**config.mk**
```make
export PLATFORM = sky130hd
export DESIGN_NAME = alu_share_arbiter
export DESIGN_NICKNAME = d
export VERILOG_FILES = /design/src/rtl/alu_pkg.sv /design/src/rtl/rr_arbiter.sv /design/src/rtl/alu_share_arbiter.sv
export SDC_FILE = /design/constraint.sdc
export NUM_CORES = 1
export LEC_CHECK = 0
export ABC_AREA = 1
export BUFFER_PORTS_ARGS = -buffer_cell sky130_fd_sc_hd__buf_2
export CAP_MARGIN = 20
export CORE_MARGIN = 3
export CORE_UTILIZATION = 25
export DETAILED_ROUTE_END_ITERATION = 10
export PLACE_DENSITY = 0.58
export SKIP_LAST_GASP = 1
export SLEW_MARGIN = 20
export SYNTH_ARGS = -nofsm -noshare
export SYNTH_HDL_FRONTEND = slang
export SYNTH_SLANG_ARGS = --single-unit
```
**constraint.sdc**
```tcl
create_clock -name clk -period 7 [get_ports clk]
set_input_delay 1.05 -clock clk [delete_from_list [all_inputs] [get_ports clk]]
set_output_delay 1.05 -clock clk [all_outputs]
set_load 0.03 [all_outputs]
```
**src/rtl/alu_pkg.sv**
```systemverilog
// rtl/alu_pkg.sv - opcode encodings and arbiter state type shared by the ALU sharing logic
package alu_pkg;

  localparam logic [2:0] AND      = 3'b000;
  localparam logic [2:0] OR       = 3'b001;
  localparam logic [2:0] ADD      = 3'b010;
  localparam logic [2:0] NOTUSED1 = 3'b011;
  localparam logic [2:0] NOTUSED2 = 3'b100;
  localparam logic [2:0] MUL      = 3'b101;
  localparam logic [2:0] SUB      = 3'b110;
  localparam logic [2:0] SLT      = 3'b111;

  typedef enum logic [1:0] {
    IDLE = 2'd0,
    EXEC = 2'd1,
    RESP = 2'd2
  } arb_state_t;

endpackage

```
**src/rtl/rr_arbiter.sv**
```systemverilog
// rtl/rr_arbiter.sv - combinational round-robin grant; search starts just after ptr
module rr_arbiter #(
  parameter  int N  = 2,
  localparam int IW = (N > 1) ? $clog2(N) : 1
) (
  input  logic [N-1:0]  req,
  input  logic [IW-1:0] ptr,
  input  logic          enable,
  output logic [N-1:0]  grant,
  output logic [IW-1:0] grant_idx
);

  logic          found;
  logic [IW-1:0] idx;

  always_comb begin
    grant     = '0;
    grant_idx = '0;
    found     = 1'b0;
    idx       = '0;
    // off = N wraps back to ptr itself, so the last winner is considered last
    for (int off = 1; off <= N; off++) begin
      idx = IW'((int'(ptr) + off) % N);
      if (enable && !found && req[idx]) begin
        found      = 1'b1;
        grant[idx] = 1'b1;
        grant_idx  = idx;
      end
    end
  end

endmodule

```
**src/rtl/alu_share_arbiter.sv**
```systemverilog
// rtl/alu_share_arbiter.sv - time-shares one combinational ALU between NUM_REQ requesters
module alu_share_arbiter
  import alu_pkg::*;
#(
  parameter  int WIDTH      = 32,
  parameter  int NUM_REQ    = 2,
  parameter  int MUL_CYCLES = 2,
  localparam int IDW        = (NUM_REQ > 1) ? $clog2(NUM_REQ) : 1
) (
  input  logic                   clk,
  input  logic                   reset,
  input  logic [NUM_REQ-1:0]     req_valid,
  output logic [NUM_REQ-1:0]     req_ready,
  input  logic [NUM_REQ*WIDTH-1:0] req_src_a,
  input  logic [NUM_REQ*WIDTH-1:0] req_src_b,
  input  logic [NUM_REQ*3-1:0]   req_alu_control,
  output logic                   resp_valid,
  input  logic                   resp_ready,
  output logic [IDW-1:0]         resp_id,
  output logic [WIDTH-1:0]       resp_result,
  output logic                   resp_zero_flag,
  output logic [WIDTH-1:0]       alu_src_a,
  output logic [WIDTH-1:0]       alu_src_b,
  output logic [2:0]             alu_control,
  input  logic [WIDTH-1:0]       alu_result,
  input  logic                   alu_zero_flag
);

  localparam int CW = (MUL_CYCLES > 1) ? $clog2(MUL_CYCLES) : 1;

  arb_state_t       state, next_state;
  logic [IDW-1:0]   rr_ptr;
  logic [IDW-1:0]   lat_id;
  logic [CW-1:0]    exec_cnt;
  logic [NUM_REQ-1:0] grant;
  logic [IDW-1:0]   grant_idx;
  logic             accept;
  logic [WIDTH-1:0] win_a, win_b;
  logic [2:0]       win_ctl;

  rr_arbiter #(.N(NUM_REQ)) u_rr_arbiter (
    .req       (req_valid),
    .ptr       (rr_ptr),
    .enable    (state == IDLE),
    .grant     (grant),
    .grant_idx (grant_idx)
  );

  // grant only exists in IDLE and only for a valid requester, so it is the handshake
  assign req_ready = grant;
  assign accept    = |grant;

  always_comb begin
    win_a   = '0;
    win_b   = '0;
    win_ctl = '0;
    for (int i = 0; i < NUM_REQ; i++) begin
      if (grant[i]) begin
        win_a   = req_src_a[i*WIDTH +: WIDTH];
        win_b   = req_src_b[i*WIDTH +: WIDTH];
        win_ctl = req_alu_control[i*3 +: 3];
      end
    end
  end

  always_ff @(posedge clk or posedge reset) begin
    if (reset) state <= IDLE;
    else       state <= next_state;
  end

  always_comb begin
    next_state = state;
    case (state)
      IDLE:    if (accept) next_state = EXEC;
      EXEC:    if (exec_cnt == '0) next_state = RESP;
      RESP:    if (resp_ready) next_state = IDLE;
      default: next_state = IDLE;
    endcase
  end

  always_ff @(posedge clk or posedge reset) begin
    if (reset) begin
      rr_ptr         <= IDW'(NUM_REQ - 1);
      lat_id         <= '0;
      exec_cnt       <= '0;
      alu_src_a      <= '0;
      alu_src_b      <= '0;
      alu_control    <= NOTUSED1;
      resp_valid     <= 1'b0;
      resp_id        <= '0;
      resp_result    <= '0;
      resp_zero_flag <= 1'b0;
    end else begin
      case (state)
        IDLE: begin
          if (accept) begin
            alu_src_a   <= win_a;
            alu_src_b   <= win_b;
            alu_control <= win_ctl;
            lat_id      <= grant_idx;
            rr_ptr      <= grant_idx;
            exec_cnt    <= (win_ctl == MUL) ? CW'(MUL_CYCLES - 1) : '0;
          end
        end
        EXEC: begin
          if (exec_cnt == '0) begin
            resp_result    <= alu_result;
            resp_zero_flag <= alu_zero_flag;
            resp_id        <= lat_id;
            resp_valid     <= 1'b1;
          end else begin
            exec_cnt <= exec_cnt - CW'(1);
          end
        end
        RESP: begin
          if (resp_ready) resp_valid <= 1'b0;
        end
        default: ;
      endcase
    end
  end

endmodule

```
Yosys cells after proc, flatten, opt, wreduce, memory -nomap -nowiden

Cells that the tools add are included.

Register bits after elaboration: 107
Input bits: 172
Output and inout bits: 104
Logic and storage cells: 71

Add/subtract/negate cells: 3
$lt $le $gt $ge: 4
Equality and inequality tests: 6
Multiplexer cells: 30
Bitwise gates (word level): 2
Reductions and logical operators: 15

Operators by type and width:

| kind                | number |
|---|---|
| $mux 32             | 4 |
| $mux 1              | 14 |
| $mux 2              | 5 |
| $mux 3              | 2 |
| $ne 2x2->1 const B  | 3 |
| $pmux 2 s3          | 1 |
| $reduce_and 2->1    | 3 |
| $reduce_and 3->1    | 2 |
| $logic_and 1x1->1   | 5 |
| $lt 1x2->1 const B  | 2 |
| $pmux 1 s2          | 2 |
| $reduce_bool 2->1   | 2 |
| $eq 3x3->1 const B  | 1 |
| $add 1x1->1 const B | 2 |
| $demux 1 s1         | 2 |
| $eq 2x1->1 const B  | 1 |
| $eq 2x2->1 const B  | 1 |
| $ge 1x1->1 const B  | 2 |
| $logic_not 2->1     | 1 |
| $or 2x2->2          | 1 |
| $reduce_or 2->1     | 1 |
| $logic_not 1->1     | 1 |
| $not 1->1           | 1 |
| $sub 1x1->1 const B | 1 |

Longest topological paths before layout

Gate-level depths: netlist (run 1).

Depth after elaboration: 15
Mapped depth: 9
Gate-level depth less buffers: 8

By module

A second synthesis (run 1) with hierarchy kept.

Cell total of the unflattened synthesis: 551
Area, all modules: 4814.6 um2

Modules (own cells, without submodules):

| module            | instances | cells each | area an instance (um2) | sequential area each (um2) |
|---|---|---|---|---|
| alu_share_arbiter | 1         | 545        | 4788.3                 | 2681.3 |
| rr_arbiter        | 1         | 6          | 26.3                   | 0.0 |

Least setup slack after synthesis (run 1)

Ideal clock, no wire load.

Path type: input to output
From: input req_valid[1]
To: output req_ready[1]
Arrival: 1.699 ns
Data required time: 5.950 ns
Slack: 4.251 ns
Cell stages on the path: 5
Buffers on the path: 1
Path through: inv_1 > a21oi_1 > nand2_1 > inv_2 > buf_2

Word-level cells in the longest chain between the ends: 8
Elaborated cells between the ends (all ways): 12
Those cells by class: mux: 7; bitwise: 1; reduce/logical: 4

Ends and longest elaborated chain:

| element                                   | RTL line                | RTL |
|---|---|---|
| from (decl)                               | alu_share_arbiter.sv:12 | `input logic [NUM_REQ-1:0] req_valid,` |
| $mux 1 (not written as such) (2 in a row) | rr_arbiter.sv:24        | `if (enable && !found && req[idx]) begin` |
| $logic_and 1x1->1                         | rr_arbiter.sv:24        |  |
| $mux 1                                    | rr_arbiter.sv:24        |  |
| $logic_not 1->1                           | rr_arbiter.sv:24        |  |
| $logic_and 1x1->1 (2 in a row)            | rr_arbiter.sv:24        |  |
| $mux 2 (*)                                | rr_arbiter.sv:24        |  |
| to (decl)                                 | alu_share_arbiter.sv:13 | `output logic [NUM_REQ-1:0] req_ready,` |

Mark *: on every way between the ends. The rest lies on a longest branch, timed or not. The select of a mux whose other input is x is not followed.

Worst setup path after layout (run 1)

Ends and elaborated chain as after synthesis.

==> run_results.csv, run 1 <==
group,metric,value,unit
timing,finalMaxSlewViolations,0,
power_and_ir_drop,power_density,515,mW/mm2
synthesis,yosysTopAreaCell,"dfrtp_1",
critical_path,path_cells,"buf_2, inv_1, a21oi_1, nand2_1, inv_2, buf_2",
synthesis,synth_top_area_share,0.553,
clocking,cts_setup_buffers,0,
global_route,met3_usage,0.0482,
place,numPortBuffers,275,
clocking,cts_tree,"built",
floorplanning,pin_count,276,
timing,tns,0,ps
final_layout,drive_gt1_frac,0.422,
critical_path,max_stage_delay,190,ps
global_route,groute.usage.overall,0.135,
final_layout,final_area,0.00646,mm2
synthesis,syn-cell-area,0.00471,mm2
critical_path,path_delay_family,"buffers and inverters",
critical_path,worstPathRequired,5950,ps
drt,drt_iter0_markers,176,
timing,tightest_slew,925,ps
critical_path,endpoint_kind,"primary output",
timing,fin_crit_sh,0.406,
global_route,grt_max_degree,71,
flow_run,cap_violations,0,
clocking,clk_path_buf_depth,2,
critical_path,worst_path_max_delay_cell,"buf_2",
timing,final.min_clock_period,2840,ps
critical_path,worst-path-buf-inv,4,
timing,slew_headroom,0.383,
global_route,grt_util_met2,0.219,
global_route,grt_overflow,0,
power_and_ir_drop,leakage,3.63,nW
critical_path,cp_common_cell,"buf_2",
place,placed_area,0.00617,mm2
synthesis,synth.area.top_cells,"dfrtp_1 55%, nand2_1 20%, nand3_1 7.9%",
floorplanning,core-area,0.0182,mm2
floorplanning,die_area,0.0205,mm2
clocking,cts.reportedPaths.clkPinSlew,70,ps
min_path,worstHoldEndpoint,"alu_control[1]",
clocking,root_buffer,"clkbuf_16",
timing,final-setup-viol-count,0,
synthesis,ys_warn_count,0,
critical_path,worstRegToRegCells,7,
final_layout,fin_nets,973,
drt,vias,4348,
synthesis,synth.distinct_cells,16,
place,hpwl,10200,um
critical_path,critical_path_class,"input pin to primary output",
synthesis,avgSynthCellArea,8.72,um2
global_route,grt_pass1_vias,4186,
global_route,grt_pass1_wl,21600,um
timing,fmax,352,MHz
timing,hold_viol_final,0,
drt,wirelength,14200,um
final_layout,diodes,0,
drt,wl_per_cell,13.7,um
clocking,numClockSinks,107,
critical_path,r2r_setup_slack,4830,ps
timing,fin_skew,5.91,ps
global_route,busiest_layer,"met2",
min_path,hp-start,"alu_control[1]",
run_status,outcome,"completed",
synthesis,syn_nets,712,
synthesis,syn-instance-count,540,
global_route,antenna_found_initial,0,
drt,viasPerCell,4.20,
min_path,holdPathStages,2,
min_path,hold_path_class,"register to register",
clocking,cts_resized,0,
drt,dr.pass1.iters,4,
timing,rsz0062_at_grt,"no",
critical_path,startpoint_type,"input pin",
clocking,clk-insertion-delay-late,350,ps
place,place_congestion,0.771,
drt,antenna_left,0,
clocking,h-tree-depth,3,
critical_path,path_max_fanout,4,
critical_path,worstReg2RegEnd,"alu_src_a[24]",
synthesis,ys_seq_area_frac,0.569,
clocking,numCtsBuffers,9,
floorplanning,fp.dieW,143,um
floorplanning,placementRows,49,
critical_path,reg2reg_from,"rr_ptr",
global_route,grtUsageMet1,0.166,
final_layout,syn2layout_area_growth,37.2,%
floorplanning,start_util,0.259,
critical_path,arrival,1790,ps
power_and_ir_drop,ir_worst_vdd,293,uV
drt,drc_errors,0,
floorplanning,die_h,143,um
synthesis,ys_ff_latch,107,
clocking,postCtsHoldBufs,0,
## metrics by stage
step	cells	hold slack [ps]	worst slack, ps	utilization	total power, mW
2_1_floorplan	540	450	3140	-	2.38
3_3_place_gp	1019	452	4160	0.339	2.84
3_5_place_dp	1019	454	4120	0.339	2.86
4_1_cts	1035	465	4150	0.355	3.38
5_1_grt	1035	489	4070	0.355	3.57
6_report	1035	465	4160	0.355	3.33
## state kept, by name (all words and copies together) (netlist names)
| register | cells |
|---|---|
| alu_control | 3 |
| lat_id | 1 |
| alu_src_b | 32 |
| alu_src_a | 32 |
| resp_result | 32 |
| resp_zero_flag | 1 |
| exec_cnt | 1 |
| rr_ptr | 1 |
| resp_valid | 1 |
| state | 2 |
| resp_id | 1 |
## synth_stat cells
cell     count
buf_2       14
or2_1        1
buf_6       14
nor2_2       2
nand4_1      1
nand2_1    247
inv_2        5
buf_4        1
inv_1       37
o21ai_1      1
o21ai_0      1
o21ai_2     34
dfstp_2      3
nand3_1     74
dfrtp_1    104
a21oi_1      1
## worst min-delay path, stage by stage, from the launching register on
cell and delay (ps):
dfstp_2 370, nand2_1 50, nand2_1 40
## power breakdown
| part | internal (mW) | switching [mW] |
|---|---|---|
| sequential | 0.934 | 0.160 |
| combinational | 0.485 | 1.24 |
| clock | 0.265 | 0.240 |
| total | 1.68 | 1.64 |
## cell usage in the layout (no fill, tap or decap)
cell type	Yosys	final
or2_4	0	1
buf_2	14	275
dfrtp_1	104	104
clkinv_4	0	1
o21ai_2	34	34
nand2_1	247	247
o21ai_1	1	1
inv_1	37	36
dfstp_2	3	3
buf_4	1	4
clkbuf_8	0	2
nand4_1	1	1
a21oi_1	1	1
o21ai_0	1	1
clkbuf_16	0	9
clkinvlp_4	0	1
nand3_1	74	74
inv_2	5	5
inv_4	0	1
clkbuf_1	0	1
inv_6	0	2
nor2_2	2	2
## final cells by class
cell class / count / area, um2
Tap cell: 229 / 287
Fill cell: 1903 / 11700
Clock inverter: 4 / 33.8
Timing Repair Buffer: 279 / 1410
Clock buffer: 12 / 256
Multi-Input combinational cell: 362 / 1640
Sequential cell: 107 / 2680
Inverter: 42 / 160
## metal layers
metal  wire, um  up-vias
met1       6170     1935
met4        301        0
li1           -     2199
met3       1370       17
met5          0        -
met2       6330      197
## logic make-up after synthesis
kind of cell | after synthesis | share of synthesized area
buffers and inverters | 71 | 0.0834
flip-flops | 107 | 0.569
AO/OA/AOI/OAI | 37 | 0.0664
AND/OR/NAND/NOR | 325 | 0.281
## how the worst max path moves through the flow
stage / from / end / slack, ps / cells past startpoint
floorplan: reset / alu_control[2] / 3140 / 1
global placement: req_valid[1] / req_ready[1] / 4160 / 6
detailed placement: req_valid[0] / alu_src_a[4] / 4120 / 9
CTS: req_valid[1] / req_ready[1] / 4150 / 6
global route: req_valid[1] / req_ready[1] / 4070 / 6
finish: req_valid[1] / req_ready[1] / 4160 / 6
(Power assumes the default switching activity.)
==> run 2, diff against run 1 <==
Clock period 7 ns to 2.75 ns, I/O delays scaled along.
==> run 2 against run 1 <==
Against the previous run: via count increased by 0.57%; utilization grew 0.45 points; critical path depth fell by 2; non-clock buffer count up 5.
==> run_results.csv, run 2 (synthesized netlist as in run 1, its figures left out) <==
group,metric,value,unit
run_status,outcome,"completed",
critical_path,worst_path_max_delay_cell,"dfrtp_1",
drt,wirelength,14200,um
timing,tns,0,ps
drt,drc_errors,0,
floorplanning,start_util,0.259,
final_layout,regArea,0.00268,mm2
clocking,root_buffer,"clkbuf_16",
clocking,cts_resized,0,
place,numPortBuffers,275,
critical_path,max_stage_delay,420,ps
clocking,numClockSinks,107,
floorplanning,core-area,0.0182,mm2
timing,worst_slack,847,ps
floorplanning,placementRows,49,
floorplanning,pin_count,276,
timing,finalMaxSlewViolations,0,
critical_path,worstPathRequired,2340,ps
clocking,postCtsHoldBufs,1,
place,place_congestion,0.777,
drt,wl_per_cell,13.7,um
timing,tightest_slew,718,ps
power_and_ir_drop,p_comb_frac,0.520,
global_route,grt_overflow,0,
power_and_ir_drop,fin_total_pwr,8.54,mW
global_route,groute.usage.overall,0.134,
critical_path,path_max_fanout,8,
timing,fin_skew,7.65,ps
global_route,grt_max_degree,65,
clocking,cts_setup_buffers,0,
final_layout,diodes,0,
power_and_ir_drop,leakage,3.66,nW
power_and_ir_drop,swShare,0.489,
final_layout,fin_nets,978,
global_route,antenna_found_initial,0,
timing,fmax,526,MHz
clocking,clk_path_buf_depth,2,
floorplanning,die_area,0.0205,mm2
timing,fin_crit_sh,0.692,
final_layout,syn2layout_area_growth,38.9,%
clocking,h-tree-depth,3,
floorplanning,die_h,143,um
power_and_ir_drop,p_int,4.36,mW
critical_path,arrival,1490,ps
drt,dr.pass1.iters,4,
power_and_ir_drop,p_switching,4.18,mW
final_layout,layout.cells.non_filler,1040,
place,post-place-ws,871,ps
global_route,grt_pass1_wl,21600,um
place,place_inst,1023,
critical_path,startpoint_type,"register",
timing,final-setup-viol-count,0,
clocking,clk-insertion-delay-late,350,ps
drt,viasPerCell,4.20,
clocking,cts_tree,"built",
final_layout,multi_input_area,0.00164,mm2
power_and_ir_drop,clockPowerShare,0.155,
drt,vias,4373,
critical_path,endpoint_kind,"primary output",
final_layout,layout_common_cells,"275 x buf_2, 247 x nand2_1, 104 x dfrtp_1, 74 x nand3_1, 36 x inv_1",
power_and_ir_drop,power_density,1300,mW/mm2
critical_path,critical_path_class,"register to primary output",
critical_path,path_cells,"nor2_2, nand2_1, inv_2, buf_2",
final_layout,fillCellCount,1941,
final_layout,final_area,0.00654,mm2
drt,drt_iter0_markers,175,
clocking,cts.reportedPaths.clkPinSlew,70,ps
timing,slew_headroom,0.521,
power_and_ir_drop,p_seq_frac,0.325,
timing,hold_viol_final,0,
final_layout,drive_gt1_frac,0.423,
critical_path,path_delay_family,"simple AND/OR/NAND/NOR gates",
place,placed_area,0.00624,mm2
power_and_ir_drop,ir_worst_vdd,537,uV
timing,final.min_clock_period,1900,ps
drt,antenna_left,0,
final_layout,final_common_cell,"buf_2",
place,hpwl,10600,um
clocking,numCtsBuffers,9,
timing,rsz0062_at_grt,"no",
final_layout,reg.largest.list,"alu_src_a (32), alu_src_b (32), resp_result (32)",
min_path,hold_path_class,"input pin to register",
global_route,grt_pass1_vias,4234,
floorplanning,fp.dieW,143,um
critical_path,worst-path-buf-inv,2,
flow_run,cap_violations,0,
## run 2: cell count changes in the layout (fill, tap and decap cells not counted), sizes merged
cell / before / now
buf: 279 / 283
clkinvlp: 1 / 3
inv: 44 / 42
bufinv: 0 / 1
clkbuf: 12 / 11
dlygate4sd3: 0 / 1
## run 2: through the flow
step	hold WS (ps)	utilization
after floorplan	450	-
after global placement	328	0.343
after detailed placement	327	0.343
after CTS	251	0.359
after global routing	252	0.359
final	266	0.359
## run 2: path summary, 6_finish.rpt
path                                      from               to  slack (ps)  cells past startpoint
worst min register to register  alu_control[1]   alu_control[1]         460                      2
max in group asynchronous                reset   alu_control[1]        1640                      4
worst min-delay path                resp_ready         state[1]         270                      2
min in group asynchronous                reset  resp_result[24]         530                      3
worst max-delay path                  state[1]     req_ready[1]         850                      4
worst max register to register        state[1]    alu_src_b[11]         880                      6
## run 2: power by group through the flow
stage | Combinational [mW] | Clock, mW | Sequential (mW)
6_report | 4.44 | 1.32 | 2.78
5_1_grt | 4.85 | 1.45 | 2.88
4_1_cts | 4.52 | 1.38 | 2.79
3_5_place_dp | 4.53 | 0 | 2.80
3_3_place_gp | 4.48 | 0 | 2.80
2_1_floorplan | 1.80 | 0 | 4.26
## run 2: cell type report
cell class | instances | share of cell area
clock inverters | 5 | 0.00956
well taps | 229 | 0.0438
repair buffers | 284 | 0.227
multi-input cells | 362 | 0.250
inverters | 42 | 0.0247
flip-flops and latches | 107 | 0.410
clock buffers | 11 | 0.0356
## run 2: per-layer routing
layer	global-route usage	vias to the layer above	wire length, um
met5	0	-	0
met4	0.0416	0	172
met3	0.0368	10	1200
met2	0.220	181	6710
met1	0.173	1972	6120
li1	-	2210	-
==> run 3, diff against run 2 <==
Settings changed: PLACE_DENSITY 0.58 to 0.6.
Clock period 2.75 ns to 1.65 ns, I/O delays scaled along.
==> run 3 against run 2 <==
Against the previous run: largest cell class unchanged; via count rose by 0.91%; worst hold slack got worse by 270 ps; clock power rose by 64%; utilization rose by 0.60 points; the flow now finishes with violations (hold timing); register-to-register slack got worse by 710 ps; largest power group unchanged; clock skew rose by 3.1 ps.
==> run_results.csv, run 3 (synthesized netlist as in run 1, its figures left out) <==
group,metric,value,unit
clocking,numClockSinks,107,
floorplanning,placementRows,49,
clocking,cts.reportedPaths.clkPinSlew,80,ps
clocking,numCtsBuffers,9,
final_layout,reg.largest.list,"alu_src_a (32), alu_src_b (32), resp_result (32)",
final_layout,fin_nets,984,
critical_path,arrival,1330,ps
place,post-place-ws,170,ps
final_layout,final_common_cell,"buf_2",
place,hpwl,10900,um
timing,final.min_clock_period,1570,ps
drt,wl_per_cell,13.9,um
place,place_inst,1026,
power_and_ir_drop,leakage,3.71,nW
floorplanning,pin_count,276,
global_route,grt_max_degree,60,
floorplanning,die_area,0.0205,mm2
clocking,clk_path_buf_depth,2,
critical_path,path_max_fanout,4,
timing,hold_viol_final,3,
timing,fin_crit_sh,0.953,
drt,dr.pass1.iters,4,
timing,fmax,636,MHz
timing,finalMaxSlewViolations,0,
global_route,grt_overflow,0,
power_and_ir_drop,power_density,2180,mW/mm2
timing,final-setup-viol-count,0,
min_path,hold_path_class,"input pin to async pin",
floorplanning,die_h,143,um
timing,tightest_slew,338,ps
final_layout,layout.cells.non_filler,1046,
final_layout,fillCellCount,1919,
final_layout,diodes,0,
drt,viasPerCell,4.22,
drt,vias,4413,
critical_path,endpoint_kind,"primary output",
drt,wirelength,14500,um
final_layout,syn2layout_area_growth,41.3,%
floorplanning,core-area,0.0182,mm2
final_layout,drive_gt1_frac,0.432,
floorplanning,start_util,0.259,
flow_run,cap_violations,0,
global_route,grt_pass1_wl,22100,um
power_and_ir_drop,ir_worst_vdd,777,uV
clocking,h-tree-depth,3,
clocking,root_buffer,"clkbuf_16",
timing,hold_ws,-6.35,ps
timing,slew_headroom,0.775,
critical_path,worstPathRequired,1400,ps
drt,drt_iter0_markers,139,
clocking,clk-insertion-delay-late,350,ps
critical_path,startpoint_type,"register",
critical_path,critical_path_class,"register to primary output",
global_route,antenna_found_initial,1,
drt,antenna_left,0,
power_and_ir_drop,fin_total_pwr,14.5,mW
final_layout,layout_common_cells,"273 x buf_2, 245 x nand2_1, 103 x dfrtp_1, 74 x nand3_1, 36 x inv_1",
floorplanning,fp.dieW,143,um
global_route,groute.usage.overall,0.137,
timing,worst_slack,76.8,ps
run_status,outcome,"finished with violations",
place,numPortBuffers,275,
timing,fin_skew,10.8,ps
global_route,grt_pass1_vias,4323,
timing,tns,0,ps
run_status,violations,"hold timing",
clocking,cts_tree,"built",
place,place_congestion,0.788,
drt,drc_errors,0,
run 3: cell count changes in the layout (fill, tap and decap cells not counted), moves of 2 or more:
cell | previous run | this run
buf_4 | 5 | 9
buf_2 | 275 | 273
buf_12 | 3 | 7
nand2_2 | 0 | 2
nand2_1 | 247 | 245
run 3: worst max-delay path: stages, from the launching register on:
cell and delay [ps]:
dfrtp_2 440, nor2_4 170, nand2_2 100, inv_2 100, buf_4 170
run 3: final timing paths:
kind / startpoint / cells after the start / endpoint / slack, ps
setup / recovery: state[1] / 4 / req_ready[1] / 80
hold / removal: reset / 3 / alu_src_b[24] / -6
setup reg to reg: rr_ptr / 8 / alu_src_b[23] / 170
hold reg to reg: alu_control[1] / 2 / alu_control[1] / 470
max in group asynchronous: reset / 3 / rr_ptr / 1290
min in group clk: resp_ready / 2 / state[1] / 100
run 3: layout make-up:
cell class / count / area (um2) / area share
well taps: 229 / 287 / 0.0431
flip-flops and latches: 107 / 2680 / 0.403
multi-input cells: 362 / 1650 / 0.248
inverters: 42 / 161 / 0.0243
clock inverters: 4 / 51.3 / 0.00771
clock buffers: 12 / 236 / 0.0355
repair buffers: 290 / 1590 / 0.238
run 3: report_power, final:
part	internal, mW	switching, mW	leakage (nW)	total (mW)
combinational	2.35	5.30	2.27	7.65
sequential	3.97	0.694	1.30	4.66
clock	1.18	0.981	0.137	2.17
total	7.50	6.98	3.71	14.5
run 3: layer usage:
| layer | global-route usage | vias up | routed length, um |
|---|---|---|---|
| met1 | 0.168 | 1969 | 6010 |
| li1 | - | 2227 | - |
| met4 | 0.0510 | 2 | 259 |
| met5 | 0 | - | 13 |
| met2 | 0.230 | 196 | 7030 |
| met3 | 0.0372 | 19 | 1200 |
run 3: stage by stage:
step / hold slack, ps / area, um2 / utilization
after floorplan: 338 / 4710 / -
after global placement: 374 / 6310 / 0.347
after detailed placement: 383 / 6310 / 0.347
after CTS: 0.293 / 6620 / 0.364
after global routing: 12.5 / 6650 / 0.365
final: -6.35 / 6650 / 0.365
run 3: repair_timing:
action,in CTS,in global routing
pin swaps,0,2
gates resized for setup,4,4
buffers inserted,1,3
hold buffers,0,0
setup endpoints to repair,2,3
gates cloned,0,0
